<file path="src/rtl/keypad_pkg.sv">
// Shared types and helpers for the keypad entry front end.
// Key codes, FSM states and the digit field editor.
package keypad_pkg;

  localparam int PW_W = 17;

  localparam logic [3:0] KEY_CLEAR = 4'd10;
  localparam logic [3:0] KEY_BKSP  = 4'd11;

  typedef enum logic [2:0] {
    IDLE,
    PW,
    NEW,
    LOAD,
    PULSE
  } state_t;

  typedef struct packed {
    logic [PW_W-1:0] acc;
    logic [2:0]      cnt;
  } field_t;

  // Applies one key code to a digit field; codes 12-15 fall through.
  function automatic field_t edit_field(
    input field_t     f,
    input logic [3:0] code,
    input logic [2:0] max_d
  );
    field_t r;
    r = f;
    unique case (1'b1)
      (code <= 4'd9): begin
        if (f.cnt < max_d) begin
          r.acc = f.acc * PW_W'(10) + PW_W'(code);
          r.cnt = f.cnt + 3'd1;
        end
      end
      (code == KEY_CLEAR): r = '0;
      (code == KEY_BKSP): begin
        if (f.cnt != 3'd0) begin
          r.acc = f.acc / PW_W'(10);
          r.cnt = f.cnt - 3'd1;
        end
      end
      default: r = f;
    endcase
    return r;
  endfunction

endpackage

</file>
<file path="src/rtl/keypad_entry_debouncer.sv">
// Two-flop synchronizer plus stable-count debouncer.
// Emits a one-cycle rise pulse on an accepted 0->1 change.
module debouncer #(
  parameter int DEBOUNCE_CYCLES = 20000
) (
  input  logic clk,
  input  logic rst_n,
  input  logic raw,
  output logic level,
  output logic rise
);

  localparam int CW = $clog2(DEBOUNCE_CYCLES + 1);

  logic          s1;
  logic          s2;
  logic [CW-1:0] cnt;
  logic          hit;

  assign hit = (s2 != level) &&
               (cnt == CW'(DEBOUNCE_CYCLES - 1));

  always_ff @(posedge clk or negedge rst_n) begin
    if (!rst_n) begin
      s1    <= 1'b0;
      s2    <= 1'b0;
      cnt   <= '0;
      level <= 1'b0;
      rise  <= 1'b0;
    end else begin
      s1   <= raw;
      s2   <= s1;
      rise <= hit & s2;
      if (s2 == level) begin
        cnt <= '0;
      end else if (hit) begin
        cnt   <= '0;
        level <= s2;
      end else begin
        cnt <= cnt + 1'b1;
      end
    end
  end

endmodule

</file>
<file path="src/rtl/keypad_entry.sv">
// Keypad front end: debounces inputs, assembles decimal fields
// and hands password, new password and mode to the checker.
module keypad_entry
  import keypad_pkg::*;
#(
  parameter int DEBOUNCE_CYCLES = 20000,
  parameter int PULSE_CYCLES    = 4,
  parameter int TIMEOUT_CYCLES  = 50_000_000,
  parameter int MAX_DIGITS      = 5
) (
  input  logic            clk,
  input  logic            rst_n,
  input  logic            key_press_raw,
  input  logic [3:0]      key_code_raw,
  input  logic            enter_raw,
  input  logic            mode_raw,
  output logic [PW_W-1:0] in_password,
  output logic [PW_W-1:0] change_password,
  output logic            rs_mode,
  output logic            enter_pulse,
  output logic [2:0]      digit_count,
  output logic            busy
);

  localparam int TW = $clog2(TIMEOUT_CYCLES + 1);
  localparam int PCW = $clog2(PULSE_CYCLES + 1);
  localparam logic [2:0] MAXD = 3'(MAX_DIGITS);

  logic key_rise;
  logic enter_rise;
  logic mode_lvl;
  logic key_lvl;
  logic enter_lvl;
  logic [3:0] kc1;
  logic [3:0] kc2;

  state_t          state, state_n;
  field_t          pw, pw_n;
  field_t          nw, nw_n;
  logic            mode_q, mode_n;
  logic [TW-1:0]   timer, timer_n;
  logic [PCW-1:0]  pcnt, pcnt_n;
  logic [PW_W-1:0] in_pw_n;
  logic [PW_W-1:0] chg_n;
  logic            rs_n;

  debouncer #(.DEBOUNCE_CYCLES(DEBOUNCE_CYCLES)) u_key (
    .clk   (clk),
    .rst_n (rst_n),
    .raw   (key_press_raw),
    .level (key_lvl),
    .rise  (key_rise)
  );

  debouncer #(.DEBOUNCE_CYCLES(DEBOUNCE_CYCLES)) u_enter (
    .clk   (clk),
    .rst_n (rst_n),
    .raw   (enter_raw),
    .level (enter_lvl),
    .rise  (enter_rise)
  );

  debouncer #(.DEBOUNCE_CYCLES(DEBOUNCE_CYCLES)) u_mode (
    .clk   (clk),
    .rst_n (rst_n),
    .raw   (mode_raw),
    .level (mode_lvl),
    .rise  ()
  );

  always_ff @(posedge clk or negedge rst_n) begin
    if (!rst_n) begin
      kc1 <= '0;
      kc2 <= '0;
    end else begin
      kc1 <= key_code_raw;
      kc2 <= kc1;
    end
  end

  assign busy        = (state != IDLE);
  assign digit_count = (state == NEW) ? nw.cnt : pw.cnt;

  always_comb begin
    state_n = state;
    pw_n    = pw;
    nw_n    = nw;
    mode_n  = mode_q;
    timer_n = timer;
    pcnt_n  = pcnt;
    in_pw_n = in_password;
    chg_n   = change_password;
    rs_n    = rs_mode;
    unique case (state)
      IDLE: begin
        timer_n = '0;
        if (key_rise || enter_rise) begin
          mode_n  = mode_lvl;
          state_n = PW;
          if (key_rise) pw_n = edit_field(pw, kc2, MAXD);
          if (enter_rise) state_n = mode_lvl ? NEW : LOAD;
        end
      end
      PW, NEW: begin
        if (key_rise) begin
          if (state == NEW) nw_n = edit_field(nw, kc2, MAXD);
          else              pw_n = edit_field(pw, kc2, MAXD);
        end
        if (enter_rise) begin
          state_n = (state == NEW || !mode_q) ? LOAD : NEW;
        end
        if (key_rise || enter_rise) begin
          timer_n = '0;
        end else if (timer == TW'(TIMEOUT_CYCLES - 1)) begin
          pw_n    = '0;
          nw_n    = '0;
          timer_n = '0;
          state_n = IDLE;
        end else begin
          timer_n = timer + 1'b1;
        end
      end
      LOAD: begin
        pw_n    = '0;
        nw_n    = '0;
        pcnt_n  = '0;
        state_n = PULSE;
      end
      PULSE: begin
        if (pcnt == PCW'(PULSE_CYCLES - 1)) state_n = IDLE;
        else                                pcnt_n = pcnt + 1'b1;
      end
      default: state_n = IDLE;
    endcase
    // Outputs settle on entry to LOAD so they lead the pulse by a cycle.
    if (state != LOAD && state_n == LOAD) begin
      in_pw_n = pw_n.acc;
      if (mode_n) chg_n = nw_n.acc;
      rs_n = mode_n;
    end
  end

  always_ff @(posedge clk or negedge rst_n) begin
    if (!rst_n) begin
      state           <= IDLE;
      pw              <= '0;
      nw              <= '0;
      mode_q          <= 1'b0;
      timer           <= '0;
      pcnt            <= '0;
      in_password     <= '0;
      change_password <= '0;
      rs_mode         <= 1'b0;
      enter_pulse     <= 1'b0;
    end else begin
      state           <= state_n;
      pw              <= pw_n;
      nw              <= nw_n;
      mode_q          <= mode_n;
      timer           <= timer_n;
      pcnt            <= pcnt_n;
      in_password     <= in_pw_n;
      change_password <= chg_n;
      rs_mode         <= rs_n;
      enter_pulse     <= (state_n == PULSE);
    end
  end

endmodule

</file>
<file path="config.mk">
export PLATFORM = sky130hd
export DESIGN_NAME = keypad_entry
export DESIGN_NICKNAME = d
export VERILOG_FILES = /design/src/rtl/keypad_pkg.sv /design/src/rtl/keypad_entry_debouncer.sv /design/src/rtl/keypad_entry.sv
export SDC_FILE = /design/constraint.sdc
export NUM_CORES = 1
export LEC_CHECK = 0
export ABC_AREA = 1
export CORE_ASPECT_RATIO = 1.75
export CORE_MARGIN = 2
export CORE_UTILIZATION = 52
export CTS_BUF_LIST = sky130_fd_sc_hd__clkbuf_2 sky130_fd_sc_hd__clkbuf_4 sky130_fd_sc_hd__clkbuf_8
export CTS_CLUSTER_SIZE = 16
export DETAILED_ROUTE_END_ITERATION = 6
export PLACE_DENSITY = 0.72
export SLEW_MARGIN = 20
export SYNTH_ARGS = -nofsm -noshare
export SYNTH_HDL_FRONTEND = slang
export SYNTH_SLANG_ARGS = --single-unit
</file>
<file path="constraint.sdc">
create_clock -name clk -period 4.6 [get_ports clk]
set_input_delay 0.69 -clock clk [delete_from_list [all_inputs] [get_ports clk]]
set_output_delay 0.69 -clock clk [all_outputs]
set_load 0.05 [all_outputs]
</file>
======== Yosys cells after proc, flatten, opt, wreduce, memory -nomap -nowiden ========
Index checks and enable logic that the tools add are counted.
storage, ports and cells
  register bits after elaboration ......... 173
  input bits .............................. 9
  output and inout bits ................... 40
  word-level logic and storage cells ...... 137
operators by class
  $add $sub $neg .......................... 11
  multipliers ............................. 2
  divide/modulo/power cells ............... 2
  $lt $le $gt $ge ......................... 3
  eq/ne operators ......................... 23
  mux-type cells .......................... 41
  bitwise logic cells ..................... 5
  reductions and logical operators ........ 22
operators with widths
  operator                                             number
  two-way mux 20 bit                                   14
  case mux 20 bit (3 select lines)                     3
  two-way mux 15 bit                                   6
  two-way mux 26 bit                                   2
  case mux 26 bit (2 select lines)                     1
  adder 15 x 1 -> 15 bit (second input constant)       3
  == test 15 bit (second input constant)               3
  case mux 20 bit (2 select lines)                     1
  adder 17 x 4 -> 17 bit                               2
  divider 17 x 4 -> 17 bit (second input constant)     2
  multiplier 17 x 3 -> 16 bit (second input constant)  2
  adder 26 x 1 -> 26 bit (second input constant)       1
  == test 26 bit (second input constant)               1
  two-way mux 3 bit                                    7
  == test 3 x 2 -> 1 bit (second input constant)       4
  case mux 3 bit (4 select lines)                      1
  nonzero test 3 bit                                   4
  AND reduction 2 bit                                  5
  adder 3 x 1 -> 3 bit (second input constant)         3
  == test 4 bit (second input constant)                2
  == test 3 bit (second input constant)                2
  < comparator 3 bit (second input constant)           2
  case mux 3 bit (2 select lines)                      1
  nonzero test 2 bit                                   3
  other kinds (18)                                     34

======== Depth between registers and ports, before layout ========
  depth in word-level cells ............... 10
  depth in mapped cells ................... 71
  mapped depth without buffers ............ 71

======== Cells and area by module ========
From an unflattened synthesis, not the netlist that was laid out.
unflattened totals
  cells, all modules ...................... 1,856
  area total of the unflattened synthesis .. 13,290.2 µm²
modules (own cells, without submodules)
  module        times used  cells each  area each (µm²)
  keypad_entry  1           1,487       10,302.4
  debouncer     3           123         996.0

======== Worst setup path after synthesis ========
Ideal clock, no wire load.
  path kind ............................... register -> register
  start ................................... reg nw[17] in the netlist's numbering
  end ..................................... reg change_password[0]
  library setup time ...................... 0.118 ns
  data arrival time ....................... 4.730 ns
  data required time ...................... 4.482 ns
  slack ................................... -0.248 ns
  cell stages (with the launch flop) ...... 65
  path buffers ............................ 0
  clock period less this slack ............ 4.848 ns
  cell sequence ........................... dfrtp_1 > inv_1 > nand2_1 > nor2_1 > inv_2 > nand2_2 > nand2_1 > nand3_2 > nand2_1 > nand2_2 > nand2_1 > nand2_2 > inv_2 > nand2_2 > nand2_2 > nand2_1 > nand3_2 > nand2_2 > [... 29 more ...] > nand2_1 > inv_2 > o21ai_1 > nand2_1 > nand2_1 > nand2_2 > nand2_2 > nand2_1 > nand2_1 > inv_1 > nand2_1 > nand2_1 > nand2_1 > nand2_1 > nand2_1 > nand2_2 > nand2_1 > nand2_1
RTL lines
  element                 line                 text
  start, declared         keypad_entry.sv:39   field_t nw, nw_n;
  start signal, assigned  keypad_entry.sv:158  nw <= nw_n;
  end signal, assigned    keypad_entry.sv:163  change_password <= chg_n;
  end, declared           keypad_entry.sv:18   output logic [PW_W-1:0] change_password,

==> impl_metrics.json <==
{
  "power_density_nw_per_um2": 175,
  "drv_cap": 0,
  "synth_area_leaders": "dfrtp_1 35%, nand2_1 12%, inv_1 8.1%",
  "n_fill_cell": 2050,
  "min_period_ns": 5.58,
  "grt_pass1_wl_um": 56500,
  "drive_gt1_frac": 0.227,
  "drtPass1Iterations": 5,
  "synthCells": 1779,
  "areaGrowthSynthToFinish_pct": 26.4,
  "overflow": 0,
  "avgViaCountPerCell": 5.58,
  "hold_path.class": "in2async",
  "synth_xor_area_frac": 0.0346,
  "skew_ns": 0.0165,
  "clock_latency_ns": 0.51,
  "initial_core_util": 0.526,
  "critical_path.max_stage_delay_ns": 0.47,
  "regArea_um2": 4330,
  "syn_area_um2": 12500,
  "drt-total-wl_um": 35400,
  "synthAdderAreaFrac": 0.0743,
  "violations": "setup timing",
  "hpwl_um": 25500,
  "cts_root_buf": "clkbuf_8",
  "async_reset_ff_frac": 1.00,
  "clkSlewWorstSetupHoldPaths_ns": 0.09,
  "finalSetupViolCount": 16,
  "h-tree-depth": 4,
  "first_iter_violations": 616,
  "start_kind": "flip-flop",
  "p_leak_nw": 8.18,
  "cp_slowest_cell": "dfrtp_2",
  "dieHeight_um": 209,
  "synth_enable_flop_cells": 0,
  "crit_type": "reg2reg",
  "synth.top_cell.area_share": 0.345,
  "critPathRequiredTime_ns": 5.05,
  "worst_pin_slew_ns": 0.954,
  "yosys.area_share.simple": 0.311,
  "synth-seq-area-share": 0.345,
  "synth_nets": 1860,
  "finalHoldViolCount": 0,
  "syn_avg_cell_area_um2": 7.05,
  "dominantRegCellSynth": "dfrtp_1",
  "antenna_left": 0,
  "final-max-slew-violation-count": 0,
  "relSlewSlack": 0.364,
  "critical-path-top-delay-family": "simple AND/OR/NAND/NOR gates",
  "synth-compound-area-share": 0.137,
  "gp_congestion": 0.908,
  "die_area_um2": 25400,
  "critPathBufInv": 8,
  "ys_warn_count": 0,
  "setup-tns-final_ns": -10.82,
  "row_count": 75,
  "wl_per_cell_um": 15.5,
  "grt_usage": 0.276,
  "cts_tree": "yes",
  "synth.distinct_cells": 54,
  "synth_area_leader_cell": "dfrtp_1",
  "crit_fanout": 5,
  "numClockSinks": 173,
  "numCtsBuffers": 17,
  "rsz0062_at_grt": "true",
  "drc": 0,
  "critPathMostFrequentCell": "nand2_4",
  "cp-end-kind": "flip-flop",
  "final_util": 0.665,
  "antenna_found_initial": 0,
  "coreArea_um2": 23800,
  "final_nets": 2049,
  "grt_max_degree": 103,
  "grt_pass1_vias": 12500,
  "synth_top_family_by_area": "simple AND/OR/NAND/NOR gates",
  "route.vias.total": 12800,
  "fin_ws_ns": -0.975,
  "multi_input_area_um2": 7950,
  "ioPinCount": 49,
  "status": "complete, but fails checks",
  "fmax_mhz": 179,
  "peakVddDrop_v": 0.000348,
  "die_w_um": 121,
  "hold_buffers": 0,
  "ys_seq_elements": 173,
  "cp.arrival_ns": 6.03,
  "synth_mux_area_frac": 0.00170,
  "portBuffers": 48,
  "antenna_cells": 0,
  "clockBufferDepth": 2,
  "finalCritPeriodShare": 1.21
}
## power by group
part           total (mW)  internal [mW]  switching (mW)
combinational      0.0943         0.0262          0.0681
clock                1.14          0.545           0.598
sequential           1.54           1.53         0.00926
## synth_stat cells, types with 4 or more instances
cell type and count:
xor2_1 35, nand3_1 145, a22oi_1 8, nand2_4 5
clkinv_1 6, a211oi_1 7, a21oi_1 86, o22ai_1 27
nand4_1 17, fa_1 4, inv_2 26, nand3_2 11
o21ai_1 10, a21o_1 4, o21bai_1 10, a31oi_1 12
dfrtp_1 173, nand2_1 400, nor3_1 32, ha_1 68
clkbuf_1 18, inv_1 270, o221ai_1 7, or2_2 5
nor4_1 14, nor2_1 163, nand2_2 69, o21ai_0 90
a2bb2oi_1 4, xnor2_1 12, nor3b_1 4
## per-layer routing
metal	global-route usage	vias up	share of wire
li1	-	6215	-
met1	0.284	6089	0.36
met2	0.515	312	0.55
met3	0.0481	150	0.032
met4	0.158	0	0.056
met5	0	-	0
## stage by stage
stage               hold WS (ns)  instances  setup WS, ns  instance area, um2  total power, mW
finish                     0.294       2289        -0.975               15800             2.78
global route               0.359       2289         -1.46               15800             2.87
CTS                        0.311       2276        -0.739               15100             2.80
detailed placement         0.336       2202        -0.838               14100             1.66
global placement           0.333       2202        -0.721               14100             1.66
floorplan                  0.331       1779        -0.196               12600             1.61
## sequential cells by signal, summed over array words and instances (netlist names), 4 cells and up
name             cells
timer               26
nw                  20
pw                  20
change_password     17
in_password         17
u_enter.cnt         15
u_key.cnt           15
u_mode.cnt          15
kc1                  4
kc2                  4
## what timing repair did
item / in CTS / in global routing
setup buffers: 51 / 16
pin swaps: 66 / 86
endpoints found under the setup margin: 17 / 23
gates resized for setup: 76 / 154
## cell usage in the layout, fill, tap and decap left out, drive strengths merged, types with 14 or more instances in the layout
master,netlist,final
nand2,474,474
inv,296,301
dfrtp,173,173
nor2,163,163
nand3,156,156
buf,1,142
o21ai,102,102
a21oi,86,86
ha,68,68
clkdlybuf4s50,0,47
xor2,35,35
nor3,32,32
o22ai,27,27
clkbuf,18,22
nand4,17,17
nor4,14,14
## cell families after synthesis
family                   after synthesis
AND/OR/NAND/NOR                      872
buffers and inverters                321
AO/OA/AOI/OAI                        291
flip-flops                           173
adder cells (fa/ha/maj)               72
XOR/XNOR                              48
multiplexers                           2
## final timing paths
kind | start | endpoint | slack [ns] | depth (start not counted)
setup / recovery | pw[19] | in_password[0] | -0.98 | 64
hold / removal | rst_n | u_mode.cnt[9] | 0.29 | 1
setup reg to reg | pw[19] | in_password[0] | -0.98 | 64
hold reg to reg | u_key.s1 | u_key.s2 | 0.35 | 0
max in group asynchronous | rst_n | kc2[1] | 3.37 | 2
min in group clk | u_key.s1 | u_key.s2 | 0.35 | 0
## final cells by class
type,count,share of cell area
multi-input combinational,1285,0.501
sequential,173,0.273
timing repair buffer,189,0.102
inverter,302,0.0730
tap,308,0.0243
clock buffer,22,0.0183
clock inverter,10,0.00797
No activity file was read; power rests on OpenSTA's default activity.
